--- config.mk ---
export PLATFORM = sky130hd
export DESIGN_NAME = aes_inv_sbox_word_unit
export DESIGN_NICKNAME = d
export VERILOG_FILES = /design/src/rtl/aes_inv_sbox_word_unit.sv
export SDC_FILE = /design/constraint.sdc
export NUM_CORES = 1
export LEC_CHECK = 0
export CAP_MARGIN = 20
export CORE_ASPECT_RATIO = 1.25
export CORE_UTILIZATION = 61
export DETAILED_ROUTE_END_ITERATION = 6
export PLACE_DENSITY = 0.95
export SLEW_MARGIN = 20
export SYNTH_ARGS = -nofsm -noshare
export SYNTH_HDL_FRONTEND = slang
export SYNTH_SLANG_ARGS = --single-unit
--- constraint.sdc ---
create_clock -name clk -period 16.63 [get_ports clk]
set_clock_uncertainty 0.15 [all_clocks]
set_input_delay 3.326 -clock clk [delete_from_list [all_inputs] [get_ports clk]]
set_output_delay 3.326 -clock clk [all_outputs]
set_load 0.05 [all_outputs]
--- src/rtl/aes_inv_sbox_word_unit.sv ---
// Byte-serial AES InvSubBytes engine.
// A word is accepted over in_valid/in_ready, then one byte per clock is pushed
// through a single composite-field GF((2^4)^2) inverse S-box. The finished word
// is offered over out_valid/out_ready.
// Tower field: GF(2^4) uses x^4 + x + 1; GF((2^4)^2) uses y^2 + y + lambda with
// lambda = 0xC. The isomorphism sends the AES element 0x02 to the composite root
// 0x21 of the AES polynomial, so column i of the map is 0x21^i.
module aes_inv_sbox_word_unit #(
    parameter int N_BYTES = 4
) (
    input  logic                   clk,
    input  logic                   rst,
    input  logic                   in_valid,
    output logic                   in_ready,
    input  logic [8*N_BYTES-1:0]   in_data,
    output logic                   out_valid,
    input  logic                   out_ready,
    output logic [8*N_BYTES-1:0]   out_data,
    output logic                   busy
);

    localparam int CW = (N_BYTES > 1) ? $clog2(N_BYTES) : 1;
    localparam logic [CW-1:0] LAST_LANE = CW'(N_BYTES - 1);

    // Column i is the composite-field image of AES basis element 2^i.
    localparam logic [63:0] ISO_COLS =
        {8'hE2, 8'h3C, 8'hDA, 8'h34, 8'h4E, 8'h44, 8'h21, 8'h01};
    // Column j is the AES-field image of composite basis bit j.
    localparam logic [63:0] INV_ISO_COLS =
        {8'h3B, 8'hE4, 8'h03, 8'hF3, 8'h50, 8'hE0, 8'h5C, 8'h01};
    localparam logic [3:0] LAMBDA = 4'hC;

    typedef enum logic [1:0] {S_IDLE, S_BUSY, S_DONE} state_e;

    state_e                 state_q, state_d;
    logic [CW-1:0]          cnt_q, cnt_d;
    logic [8*N_BYTES-1:0]   work_q, work_d;
    logic [8*N_BYTES-1:0]   out_q, out_d;
    logic                   in_ready_q, in_ready_d;
    logic                   out_valid_q, out_valid_d;
    logic                   busy_q, busy_d;
    logic [7:0]             lane_in, lane_out;

    // GF(2^4) multiply, reduction by x^4 + x + 1.
    function automatic logic [3:0] gf16_mul(input logic [3:0] a, input logic [3:0] b);
        logic [3:0] p;
        logic [3:0] aa;
        p  = 4'h0;
        aa = a;
        for (int i = 0; i < 4; i++) begin
            if (b[i]) p = p ^ aa;
            aa = {aa[2:0], 1'b0} ^ (aa[3] ? 4'h3 : 4'h0);
        end
        return p;
    endfunction

    // GF(2^4) squaring is linear, so it reduces to a few XORs.
    function automatic logic [3:0] gf16_sq(input logic [3:0] q);
        return {q[3], q[3] ^ q[1], q[2], q[2] ^ q[0]};
    endfunction

    // GF(2^4) inverse as q^14 = q^2 * q^4 * q^8; zero maps to zero.
    function automatic logic [3:0] gf16_inv(input logic [3:0] q);
        logic [3:0] q2, q4, q8;
        q2 = gf16_sq(q);
        q4 = gf16_sq(q2);
        q8 = gf16_sq(q4);
        return gf16_mul(gf16_mul(q2, q4), q8);
    endfunction

    // Linear map given as eight columns: XOR the columns selected by set bits.
    function automatic logic [7:0] lin_map(input logic [63:0] cols, input logic [7:0] v);
        logic [7:0] r;
        r = 8'h00;
        for (int i = 0; i < 8; i++) begin
            if (v[i]) r = r ^ cols[8*i +: 8];
        end
        return r;
    endfunction

    // Full inverse S-box: inverse affine, field inverse in the tower basis.
    function automatic logic [7:0] inv_sbox(input logic [7:0] b);
        logic [7:0] a, c;
        logic [3:0] hi, lo, norm, norm_inv, hi_o, lo_o;
        a    = {b[6:0], b[7]} ^ {b[4:0], b[7:5]} ^ {b[1:0], b[7:2]} ^ 8'h05;
        c    = lin_map(ISO_COLS, a);
        hi   = c[7:4];
        lo   = c[3:0];
        // Norm of (hi*y + lo): lambda*hi^2 + hi*lo + lo^2, an element of GF(2^4).
        norm     = gf16_mul(gf16_sq(hi), LAMBDA) ^ gf16_mul(hi, lo) ^ gf16_sq(lo);
        norm_inv = gf16_inv(norm);
        hi_o     = gf16_mul(hi, norm_inv);
        lo_o     = gf16_mul(hi ^ lo, norm_inv);
        return lin_map(INV_ISO_COLS, {hi_o, lo_o});
    endfunction

    // Next-state logic for the handshake FSM and the byte-serial datapath.
    always_comb begin
        // NOTE: every signal assigned here gets a default first, so no path leaves
        // it unassigned and no latch is inferred.
        state_d  = state_q;
        cnt_d    = cnt_q;
        work_d   = work_q;
        out_d    = out_q;
        lane_in  = work_q[8*cnt_q +: 8];
        lane_out = inv_sbox(lane_in);
        case (state_q)
            S_IDLE: begin
                if (in_valid && in_ready_q) begin
                    work_d  = in_data;
                    cnt_d   = '0;
                    state_d = S_BUSY;
                end
            end
            S_BUSY: begin
                out_d[8*cnt_q +: 8] = lane_out;
                if (cnt_q == LAST_LANE) begin
                    cnt_d   = '0;
                    state_d = S_DONE;
                end else begin
                    cnt_d = cnt_q + CW'(1);
                end
            end
            S_DONE: begin
                if (out_ready) state_d = S_IDLE;
            end
            default: state_d = S_IDLE;
        endcase
        in_ready_d  = (state_d == S_IDLE);
        out_valid_d = (state_d == S_DONE);
        busy_d      = (state_d != S_IDLE);
    end

    // State, datapath and registered handshake outputs.
    always_ff @(posedge clk or posedge rst) begin
        if (rst) begin
            // NOTE: the work and result registers are plain flops, not a RAM, so
            // clearing them here is cheap and guarantees no stale data is shown.
            state_q     <= S_IDLE;
            cnt_q       <= '0;
            work_q      <= '0;
            out_q       <= '0;
            in_ready_q  <= 1'b1;
            out_valid_q <= 1'b0;
            busy_q      <= 1'b0;
        end else begin
            // NOTE: non-blocking assignments make every flop sample the values
            // from before this edge, independent of statement order.
            state_q     <= state_d;
            cnt_q       <= cnt_d;
            work_q      <= work_d;
            out_q       <= out_d;
            in_ready_q  <= in_ready_d;
            out_valid_q <= out_valid_d;
            busy_q      <= busy_d;
        end
    end

    assign in_ready  = in_ready_q;
    assign out_valid = out_valid_q;
    assign out_data  = out_q;
    assign busy      = busy_q;

endmodule

==> results.json, run 1 <==
{
  "status": "complete, no violations",
  "ys_warn_count": 0,
  "io_pins": 71,
  "synth.largest_area_cell": "dfrtp_1",
  "netlist_instances": 520,
  "syn_to_final_growth_pct": 16.35,
  "htreeDepth": 3,
  "cts_buffer_depth": 2,
  "cts_resized": 0,
  "regArea_sq_um": 1778,
  "synth_edf_count": 0,
  "cts_made_buffers": 9,
  "gp_congestion": 0.8966,
  "synth_flop_cell": "dfrtp_1",
  "postCtsSetupBuffers": 0,
  "yosysTopAreaCellShare_pct": 32.15,
  "cts_tree": "done",
  "core_area_sq_um": 8653,
  "vias": 4710,
  "antenna_left": 0,
  "grt_antenna_before_repair": 0,
  "syn-num-nets": 563,
  "viasPerCell": 6.748,
  "diodes": 0,
  "dp_hpwl_mm": 9.968,
  "dr.pass1.iters": 6,
  "syn_area_sq_um": 5449,
  "fin_crit_ns": 8.008,
  "grt_pass1_wl_mm": 24.97,
  "clkSlewWorstSetupHoldPaths_ns": 0.08,
  "cp-end-kind": "register",
  "root_buffer": "clkbuf_8",
  "grt_pass1_vias": 4694,
  "cts.sinks": 71,
  "port_buffers": 70,
  "fillCellCount": 537,
  "avgSynthCellArea_sq_um": 10.48,
  "worstMarginPinSlew_ns": 1.021,
  "crit_fanout": 19,
  "ys_top_cells_by_area": "dfrtp_1 32%, xnor2_1 7.4%, mux2_2 6.8%",
  "synth.yosys.seq_area_share_pct": 32.63,
  "routed_wirelength_mm": 15.78,
  "rsz0062_at_grt": "no",
  "reg2reg_setup_slack_ns": 8.62,
  "grt_util_all_layers_pct": 35.89,
  "die_w_um": 86.54,
  "worstPathArrival_ns": 8.09,
  "yosys.cell_count.top_type": "dfrtp_1",
  "hold_class": "register to register",
  "synthTopCellsByCount": "70 x dfrtp_1, 46 x xnor2_1, 41 x nand2_1, 33 x mux2_2, 31 x nor2_1",
  "crit_type": "register to register",
  "grt_overflow_total": 0,
  "maxCapViolCount": 0,
  "nNetsFinal": 616,
  "finalSetupViolations": 0,
  "drtIter0Drc": 498,
  "wire_per_inst_um": 22.60,
  "async_reset_ff_share_pct": 100.0,
  "worstPathRequired_ns": 16.71,
  "ys_ff_latch": 71,
  "holdBufCountCts": 0,
  "final_layout_size_suffix_gt1_share_pct": 17.13,
  "grt_max_degree": 72,
  "maxSlewHeadroom_pct": 31.48,
  "fmax_mhz": 124.9,
  "clk_latency_ns": 0.37,
  "finalSetupTns_ns": 0,
  "timing.final.max_slew_violations": 0,
  "start_util_pct": 62.97,
  "finalHoldViolations": 0,
  "synth_cell_type_count": 81,
  "worstSetupStartpointType": "register",
  "finalCritPeriodShare_pct": 48.15,
  "drc": 0,
  "die_h_um": 107.7,
  "fp.dieArea_sq_um": 9317,
  "multi_input_area_sq_um": 3412,
  "row_count": 38
}
## metrics by stage
stage          hold slack, ns  area [sq um]  util (%)  instances  setup WS (ns)
2_1_floorplan          0.3220          5449         -        520          10.39
3_3_place_gp           0.3208          6123     70.76        682          9.235
3_5_place_dp           0.3262          6123     70.76        682          8.885
4_1_cts                0.3478          6340     73.26        698          8.749
5_1_grt                0.3814          6340     73.26        698          8.166
6_report               0.3539          6340     73.26        698          8.622
## layout make-up
cell class | count | share of cell area [%]
well taps | 120 | 2.368
inverters | 10 | 0.5921
repair buffers | 76 | 11.76
clock inverters | 4 | 0.8092
flip-flops and latches | 71 | 28.04
clock buffers | 12 | 2.605
multi-input cells | 405 | 53.82
## cells by family after synthesis
| kind of cell | share of synthesized area (%) |
|---|---|
| AOI/OAI and AO/OA | 15.82 |
| xor gates and xnor gates | 19.70 |
| adders and majority gates | 1.791 |
| buffers and inverters | 4.845 |
| DFF | 32.63 |
| muxes | 11.55 |
| and+or+nand+nor | 13.66 |
## critical path: stages (launching register included)
cell and delay, ns:
dfrtp_1 0.86, mux4_2 0.84, xnor2_1 0.90, o221ai_1 0.26, o21ai_0 0.16, a21oi_1 0.17, xor2_2 0.62, xnor2_1 0.19
ha_1 0.42, inv_1 0.32, nor3_1 0.26, o21ai_1 0.11, a31oi_1 0.41, or2_0 0.53, a21oi_1 0.17, o31ai_1 0.36
xnor3_1 0.31, xnor2_2 0.21, xnor2_1 0.45, o21ai_1 0.15
## path summary, 6_finish.rpt
path,to,cells past startpoint,from
max,out_data[16]$_DFFE_PP0P_,19,cnt_q[0]$_DFFE_PP0P_
min,out_data[2]$_DFFE_PP0P_,2,out_data[2]$_DFFE_PP0P_
max reg2reg,out_data[16]$_DFFE_PP0P_,19,cnt_q[0]$_DFFE_PP0P_
min reg2reg,out_data[2]$_DFFE_PP0P_,2,out_data[2]$_DFFE_PP0P_
max in group asynchronous,work_q[24]$_DFFE_PP0P_,3,rst
min in group asynchronous,out_data[26]$_DFFE_PP0P_,3,rst
## state kept, by name, summed over array words and instances, names as in the netlist
register,count
cnt_q,2
state_q,2
in_ready,1
busy,1
work_q,32
out_data,32
out_valid,1
## placed cells by master (no fill, tap or decap), types with 5 or more instances in the layout
cell             instances
clkbuf_8                12
buf_4                    6
xor2_1                  13
nand4_1                  6
a22o_1                  12
or4_1                    6
a21oi_1                 17
xnor3_1                  5
o21ai_0                 19
nand2_1                 41
nor4_1                   5
nand3_1                 13
ha_1                     7
dfrtp_1                 70
xnor2_1                 46
inv_1                    9
mux2_2                  33
nand2b_1                 5
clkdlybuf4s50_1         70
xnor2_4                  5
nor3_1                  17
nor2_1                  31
mux2i_1                  7
mux4_2                   6
o21ai_1                 14
xor2_2                   7
## per-layer routing
metal  up-vias  share of wire, %  GRT usage, %  routed length (um)
li1       1987                 -             -                   -
met1      2308                37         43.25                5855
met2       320                50         60.60                7955
met3        95               7.1         6.672                1117
met4         0               5.4         19.29                 849
met5         -                 0             0                   0
Power of run 1 is not shown: default switching activity piles up to over one toggle a cycle in this logic, so the estimate is an artifact.
==> inputs of run 2 (changes only) <==
--- a/config.mk
+++ b/config.mk
@@ -7,9 +7,9 @@
 export LEC_CHECK = 0
 export CAP_MARGIN = 20
 export CORE_ASPECT_RATIO = 1.25
-export CORE_UTILIZATION = 61
+export CORE_UTILIZATION = 57
 export DETAILED_ROUTE_END_ITERATION = 6
-export PLACE_DENSITY = 0.95
+export PLACE_DENSITY = 0.91
 export SLEW_MARGIN = 20
 export SYNTH_ARGS = -nofsm -noshare
 export SYNTH_HDL_FRONTEND = slang
==> constraint.sdc (replaced) <==
create_clock -name clk -period 7.97 [get_ports clk]
set_clock_uncertainty 0.15 [all_clocks]
set_input_delay 1.594 -clock clk [delete_from_list [all_inputs] [get_ports clk]]
set_output_delay 1.594 -clock clk [all_outputs]
set_load 0.05 [all_outputs]
==> results.json, run 2 (same netlist as run 1, synthesis figures left out) <==
{
  "status": "complete, no violations",
  "finalSetupTns_ns": 0,
  "cp-end-kind": "register",
  "io_pins": 71,
  "grt_max_degree": 72,
  "crit_path_max_incr_delay_ns": 0.94,
  "fmax_mhz": 134.3,
  "worstSetupStartpointType": "register",
  "htreeDepth": 3,
  "final_cell_mix": "70 x clkdlybuf4s50_1, 69 x dfrtp_1, 45 x xnor2_1, 41 x nand2_1, 33 x mux2_2",
  "fillCellCount": 569,
  "drtIter0Drc": 330,
  "cts_tree": "done",
  "cts_made_buffers": 9,
  "fin_crit_ns": 7.445,
  "worstPathRequired_ns": 8.01,
  "crit_chain": "mux4_1 -> xnor2_4 -> o221ai_1 -> a21oi_1 -> a21oi_1 -> xor2_2 -> xnor2_1 -> ha_1 -> inv_1 -> nor2_1 -> o32a_1 -> a221o_1 -> mux2i_1 -> o22ai_2 -> xnor2_2 -> xnor3_1 -> xnor2_2 -> xnor2_1 -> o21ai_1",
  "wl_met2_mm": 7.891,
  "viasPerCell": 6.388,
  "grt_pass1_vias": 4556,
  "port_buffers": 70,
  "fp.dieArea_sq_um": 9957,
  "finalHoldViolations": 0,
  "start_util_pct": 59.08,
  "cts.sinks": 71,
  "crit_type": "register to register",
  "grt_overflow_total": 0,
  "dr.pass1.iters": 5,
  "crit_path_top_delay_cell": "mux4_1",
  "crit_fanout": 19,
  "layout_commonest_cell": "clkdlybuf4s50_1",
  "cts_buffer_depth": 2,
  "drc": 0,
  "routed_wirelength_mm": 14.72,
  "row_count": 39,
  "finalSetupViolations": 0,
  "hold_class": "register to register",
  "grt_util_all_layers_pct": 32.05,
  "worstMarginPinSlew_ns": 0.9385,
  "finalCritPeriodShare_pct": 93.41,
  "worstPathArrival_ns": 7.49,
  "antenna_left": 0,
  "final_layout_size_suffix_gt1_share_pct": 17.90,
  "clk_latency_ns": 0.33,
  "top_layer_used": "met4",
  "m1WireLength_mm": 5.566,
  "maxCapViolCount": 0,
  "fin_util_pct": 70.34,
  "holdBufCountCts": 0,
  "gp_congestion": 0.8743,
  "syn_to_final_growth_pct": 19.06,
  "vias": 4497,
  "grt_pass1_wl_mm": 23.91,
  "maxSlewHeadroom_pct": 36.98,
  "clkSlewWorstSetupHoldPaths_ns": 0.06,
  "timing.final.max_slew_violations": 0,
  "wire_per_inst_um": 20.91,
  "dp_hpwl_mm": 9.886,
  "postCtsSetupBuffers": 0,
  "die_w_um": 89.45,
  "nNetsFinal": 619,
  "die_h_um": 111.3,
  "grt_antenna_before_repair": 0,
  "rsz0062_at_grt": "no",
  "route.met3.wl_um": 707,
  "root_buffer": "clkbuf_16",
  "core_area_sq_um": 9223,
  "diodes": 0
}
## run 2: cell count changes in the layout (fill, tap and decap cells not counted), sizes merged
cell / delta
buf: +3
inv: -1
clkbuf: +2
clkinvlp: -1
## run 2: metal layers
metal / vias to the layer above / global-route usage (%)
li1: 2003 / -
met1: 2246 / 38.74
met2: 200 / 55.42
met3: 48 / 5.063
met4: 0 / 13.86
met5: - / 0
## run 2: area by class of cell
cell class                      count  area (sq um)  area share, %
Clock inverter                      2         35.03         0.5400
Multi-Input combinational cell    405          3420          52.71
Inverter                           10         37.54         0.5786
Clock buffer                       14         294.0          4.532
Tap cell                          123         153.9          2.372
Sequential cell                    71          1779          27.43
Timing Repair Buffer               79         768.2          11.84
## run 2: worst max-delay path, delay by kind of cell (launching register included)
kind / cells / cell delay, ns
compound gates: 7 / 1.70
xor+xnor: 7 / 2.87
fa+ha+maj: 1 / 0.24
buf+inv: 1 / 0.36
flops: 1 / 0.63
mux: 2 / 1.19
simple gates: 1 / 0.14
## run 2: worst paths after layout
path                       depth (start not counted)               startpoint                  endpoint  slack (ns)
max                                               19     cnt_q[0]$_DFFE_PP0P_   out_data[8]$_DFFE_PP0P_        0.53
min                                                2  out_data[2]$_DFFE_PP0P_   out_data[2]$_DFFE_PP0P_        0.34
max reg2reg                                       19     cnt_q[0]$_DFFE_PP0P_   out_data[8]$_DFFE_PP0P_        0.53
min reg2reg                                        2  out_data[2]$_DFFE_PP0P_   out_data[2]$_DFFE_PP0P_        0.34
max in group asynchronous                          3                      rst      cnt_q[0]$_DFFE_PP0P_        5.33
min in group asynchronous                          3                      rst  out_data[11]$_DFFE_PP0P_        1.73
## run 2: metrics by stage
stage	hold slack (ns)	area, sq um	instances	setup slack [ns]
6_report	0.3370	6487	704	0.5252
3_3_place_gp	0.3227	6150	688	0.6212
4_1_cts	0.3416	6479	704	0.2458
2_1_floorplan	0.3220	5449	520	1.735
3_5_place_dp	0.3277	6150	688	0.3284
5_1_grt	0.3595	6487	704	0.08049
## run 2: repair_timing
| item | CTS | global route |
|---|---|---|
| endpoints found under the hold margin | 0 | 0 |
| resized for setup | 0 | 2 |
| endpoints found under the setup margin | 0 | 20 |
Power of run 2 is left out for the same reason.
